## src/rtl/fp_mul_rr_sched.sv

```systemverilog
// Round-robin scheduler sharing one FP32 multiplier between N_REQ requesters.
// One operation outstanding at a time: grant, hold operands MUL_LAT cycles,
// capture the result, return it on a per-requester valid/ready channel.
module fp_mul_rr_sched #(
  parameter int unsigned N_REQ   = 2,
  parameter int unsigned MUL_LAT = 3
) (
  input  logic                 clk,
  input  logic                 rst,
  input  logic [N_REQ-1:0]     req_valid,
  output logic [N_REQ-1:0]     req_ready,
  input  logic [32*N_REQ-1:0]  req_x,
  input  logic [32*N_REQ-1:0]  req_y,
  input  logic [3*N_REQ-1:0]   req_rmode,
  output logic [31:0]          mul_x,
  output logic [31:0]          mul_y,
  output logic [2:0]           mul_rmode,
  input  logic [31:0]          mul_z,
  input  logic                 mul_ovrf,
  input  logic                 mul_udrf,
  output logic [N_REQ-1:0]     rsp_valid,
  input  logic [N_REQ-1:0]     rsp_ready,
  output logic [31:0]          rsp_z,
  output logic                 rsp_ovrf,
  output logic                 rsp_udrf,
  output logic                 rsp_badrm
);

  localparam int unsigned IW = (N_REQ > 1) ? $clog2(N_REQ) : 1;
  localparam int unsigned CW = 4;
  localparam logic [CW-1:0] CNT_INIT = CW'(MUL_LAT - 1);
  localparam logic [IW-1:0] LAST_IDX = IW'(N_REQ - 1);

  typedef enum logic [1:0] {
    IDLE = 2'd0,
    BUSY = 2'd1,
    RESP = 2'd2
  } state_t;

  state_t          state, state_nxt;
  logic [IW-1:0]   rr_ptr;
  logic [IW-1:0]   gnt_idx;
  logic [IW-1:0]   cur;
  logic            gnt_found;
  logic [N_REQ-1:0] gnt_oh;
  logic [31:0]     sel_x, sel_y;
  logic [2:0]      sel_rm;
  logic            sel_bad;
  logic [CW-1:0]   cnt;
  logic            bad_q;
  logic            accept, rsp_hs;

  // First valid requester searching upward from rr_ptr, with wrap
  always_comb begin : p_search
    int unsigned idx;
    idx       = 0;
    gnt_found = 1'b0;
    gnt_idx   = '0;
    for (int unsigned k = 0; k < N_REQ; k++) begin
      idx = 32'(rr_ptr) + k;
      if (idx >= N_REQ) idx = idx - N_REQ;
      if (!gnt_found && req_valid[IW'(idx)]) begin
        gnt_found = 1'b1;
        gnt_idx   = IW'(idx);
      end
    end
  end

  // Operand mux and one-hot grant for the winning requester
  always_comb begin
    sel_x  = '0;
    sel_y  = '0;
    sel_rm = '0;
    gnt_oh = '0;
    for (int unsigned j = 0; j < N_REQ; j++) begin
      if (IW'(j) == gnt_idx) begin
        sel_x     = req_x[32*j +: 32];
        sel_y     = req_y[32*j +: 32];
        sel_rm    = req_rmode[3*j +: 3];
        gnt_oh[j] = gnt_found;
      end
    end
    sel_bad = (sel_rm > 3'd4);
  end

  // Grant is only offered in IDLE and is forced low while reset is asserted
  assign req_ready = (state == IDLE && !rst) ? gnt_oh : '0;
  assign accept    = (state == IDLE) && gnt_found;
  assign rsp_hs    = (state == RESP) && ((rsp_ready & rsp_valid) != '0);

  // State register
  always_ff @(posedge clk or posedge rst) begin
    if (rst) state <= IDLE;
    else     state <= state_nxt;
  end

  // Next-state logic
  always_comb begin
    state_nxt = state;
    unique case (state)
      IDLE:    if (accept)     state_nxt = BUSY;
      BUSY:    if (cnt == '0)  state_nxt = RESP;
      RESP:    if (rsp_hs)     state_nxt = IDLE;
      default:                 state_nxt = IDLE;
    endcase
  end

  // Operand latch, latency counter, round-robin pointer and response capture
  always_ff @(posedge clk or posedge rst) begin
    if (rst) begin
      rr_ptr    <= '0;
      cur       <= '0;
      cnt       <= '0;
      bad_q     <= 1'b0;
      mul_x     <= '0;
      mul_y     <= '0;
      mul_rmode <= '0;
      rsp_valid <= '0;
      rsp_z     <= '0;
      rsp_ovrf  <= 1'b0;
      rsp_udrf  <= 1'b0;
      rsp_badrm <= 1'b0;
    end else begin
      unique case (state)
        IDLE: begin
          if (accept) begin
            mul_x     <= sel_x;
            mul_y     <= sel_y;
            mul_rmode <= sel_bad ? 3'd0 : sel_rm;
            bad_q     <= sel_bad;
            cur       <= gnt_idx;
            cnt       <= CNT_INIT;
            rr_ptr    <= (gnt_idx == LAST_IDX) ? '0 : gnt_idx + IW'(1);
          end
        end
        BUSY: begin
          if (cnt == '0) begin
            rsp_z     <= mul_z;
            rsp_ovrf  <= mul_ovrf;
            rsp_udrf  <= mul_udrf;
            rsp_badrm <= bad_q;
            rsp_valid <= N_REQ'(1) << cur;
          end else begin
            cnt <= cnt - CW'(1);
          end
        end
        RESP: begin
          if (rsp_hs) rsp_valid <= '0;
        end
        default: ;
      endcase
    end
  end

endmodule

```

## config.mk

```make
export PLATFORM = sky130hd
export DESIGN_NAME = fp_mul_rr_sched
export DESIGN_NICKNAME = d
export VERILOG_FILES = /design/src/rtl/fp_mul_rr_sched.sv
export SDC_FILE = /design/constraint.sdc
export NUM_CORES = 1
export LEC_CHECK = 0
export CAP_MARGIN = 20
export CORE_MARGIN = 10
export CORE_UTILIZATION = 25
export DETAILED_ROUTE_END_ITERATION = 12
export HOLD_SLACK_MARGIN = 0.1
export PLACE_DENSITY = 0.57
export SLEW_MARGIN = 10
export SYNTH_ARGS = -nofsm -noshare
export SYNTH_HDL_FRONTEND = slang
export SYNTH_SLANG_ARGS = --single-unit
```

## constraint.sdc

```tcl
create_clock -name clk -period 9.2 [get_ports clk]
set_input_delay 1.84 -clock clk [delete_from_list [all_inputs] [get_ports clk]]
set_output_delay 1.84 -clock clk [all_outputs]
set_load 0.02 [all_outputs]
```

==> results.ini <==
[outcome]
status=completed

[timing]
finalHoldViolCount=0
worst_pin_slew_ps=865
rsz0062_at_grt=no
setup_viol=0
period_needed_ps=6070
final.setup.tns_ps=0
relSlewSlack_pct=42.1
skew_ps=5.52
timing.final.crit_share_pct=66.0
fmax_mhz=165
maxSlewViolCount=0
hold_slack_ps=501

[detailed_routing]
post-route-drc-count=0
dr_total_vias=4379
dr.pass1.iters=6
drt-total-wl_um=18800
drt.antenna.violating_nets=0
wire_per_inst_um=20.4
viasPerCell=4.75
drtIter0Drc=263

[hold_path]
worstHoldStart=rsp_z[27]
hold_class=reg -> reg
hold_path_end=rsp_z[27]
min_path_cells=1

[floorplanning]
initial_core_util_pct=25.4
dieArea_sq_um=25900
io_pins=280
core_sq_um=19500
num_rows=51
fp.dieW_um=161
fp.dieH_um=161

[placement]
gp_congestion=0.753
dp_hpwl_um=13900
numPortBuffers=279

[critical_path]
r2r_start=state[1]
crit_path_start_kind=input port
r2r-end=mul_x[3]
crit_fanout=66
critPathKind=in -> out
r2r_setup_slack_ps=6730
worst_r2r_path_depth=5
cp.required_ps=7360
cp-end-kind=primary output
cp.arrival_ps=4230

[yosys]
syn_inst=375
avgSynthCellArea_sq_um=13.2
syn-num-nets=550
ys_seq_area_share_pct=56.9
synth-seq-cells=113
synth_area_sq_um=4970
synth_cell_types=37
ys.warnings.count=0

[layout]
final_common_cell=clkdlybuf4s50_1
num_antenna_cells=0
final_cell_mix=clkdlybuf4s50_1, dfrtp_1, a221o_1, a21boi_0, mux2_2
n_fill_cell=1842
regArea_sq_um=2830
final_nets=818
syn_to_final_growth_pct=72.3
final_layout_size_suffix_gt1_share_pct=12.2
multi_input_area_sq_um=1920

[cts]
cts_sinks=113
clockBufferDepth=2
cts-buffers-inserted=17
clk_pin_slew_ps=60
hold_buffers=0
cts_tree=done
insertion_delay_ps=410
root_buffer=clkbuf_16
postCtsSetupRepairBufs=0
cts_resized=0
h-tree-depth=4

[global_route]
grt_antenna_before_repair=0
grt_pass1_wl_um=29000
grtUsageTotal_pct=14.2
overflow=0
grt_pass1_vias=4814
grt_max_degree=71

[power]
peakVddDrop_uv=156
power.leakage_nw=3.46
pwr_density_cell_nw_per_um2=358

[job]
drv_cap=0

## cells in the mapped netlist, drive strengths merged
cell | n | share of area, %
mux2 | 35 | 7.9
or2 | 2 | 0.25
a21boi | 64 | 9.7
nand3 | 4 | 0.40
nand2b | 3 | 0.38
ha | 1 | 0.25
a2111o | 1 | 0.23
inv | 8 | 0.60
clkbuf | 14 | 1.1
o21ai | 4 | 0.40
nand2 | 4 | 0.35
a211o | 2 | 0.35
a21oi | 4 | 0.40
nor3b | 1 | 0.38
a31oi | 4 | 0.50
nand4b | 3 | 0.53
nand4 | 1 | 0.13
o22ai | 1 | 0.13
buf | 20 | 2.9
a221o | 66 | 13
nor2 | 4 | 0.35
a21o | 2 | 0.30
nor3 | 1 | 0.10
nor2b | 1 | 0.18
o211ai | 3 | 0.45
or3b | 1 | 0.18
mux2i | 2 | 0.40
and2 | 2 | 0.25
dfrtp | 113 | 57
o311ai | 1 | 0.18
o221ai | 1 | 0.18
and3 | 2 | 0.35
## power breakdown
part | internal [W] | leakage [nW] | total [W] | switching [W]
logic | 0.000759 | 1.80 | 0.00150 | 0.000736
clock network | 0.000431 | 0.293 | 0.000682 | 0.000252
registers | 0.000747 | 1.37 | 0.000888 | 0.000141
total | 0.00194 | 3.46 | 0.00307 | 0.00113
## registers in the layout (all words and copies together), names as in the netlist, 2 cells and up
| name | flops |
|---|---|
| mul_rmode | 3 |
| mul_y | 32 |
| cnt | 4 |
| rsp_z | 32 |
| rsp_valid | 2 |
| state | 2 |
| mul_x | 32 |
## metal layers
metal | routed length, um | vias up | track usage, % | part of all wire, %
li1 | - | 2003 | - | -
met1 | 7630 | 2156 | 16.0 | 41
met2 | 9010 | 200 | 23.0 | 48
met3 | 1850 | 20 | 7.29 | 9.8
met4 | 325 | 0 | 4.51 | 1.7
met5 | 0 | - | 0 | 0
## logic make-up after synthesis
family / count (synthesis) / synth area share [%]
DFF: 113 / 56.9
adders and majority gates: 1 / 0.252
AOI/OAI and AO/OA: 153 / 26.1
and+or+nand+nor: 29 / 3.83
buffers and inverters: 42 / 4.54
muxes: 37 / 8.34
## worst max-delay path, cell delays in order
cell             delay, ps
clkdlybuf4s50_1        700
and3_4                 770
and2_1                 230
clkdlybuf4s50_1        610
## final cells by class
| class | instances | share of cell area (%) |
|---|---|---|
| Clock buffer | 18 | 5.01 |
| Clock inverter | 14 | 2.13 |
| Inverter | 8 | 0.380 |
| Multi-Input combinational cell | 220 | 22.4 |
| Sequential cell | 113 | 33.0 |
| Tap cell | 265 | 3.87 |
| Timing Repair Buffer | 283 | 33.1 |
## worst max path at each step
stage,start,to,slack (ps),cells after the start
floorplan,rst,req_ready[0],2700,2
global placement,req_valid[1],req_ready[1],3200,4
detailed placement,req_valid[1],req_ready[1],3130,4
CTS,req_valid[1],req_ready[1],3130,4
global route,req_valid[1],req_ready[1],3010,4
finish,req_valid[1],req_ready[1],3130,4
## through the flow
stage | power, W | worst slack [ps] | instances | utilization (%) | cell area, sq um
final | 0.00307 | 3130 | 921 | 43.8 | 8560
after global routing | 0.00325 | 3010 | 921 | 43.8 | 8560
after CTS | 0.00311 | 3130 | 921 | 43.8 | 8560
after detailed placement | 0.00241 | 3130 | 889 | 40.7 | 7950
after global placement | 0.00238 | 3200 | 888 | 40.6 | 7930
after floorplan | 0.00170 | 2700 | 375 | - | 4970
Note: power is estimated with default switching activity, not from simulation.
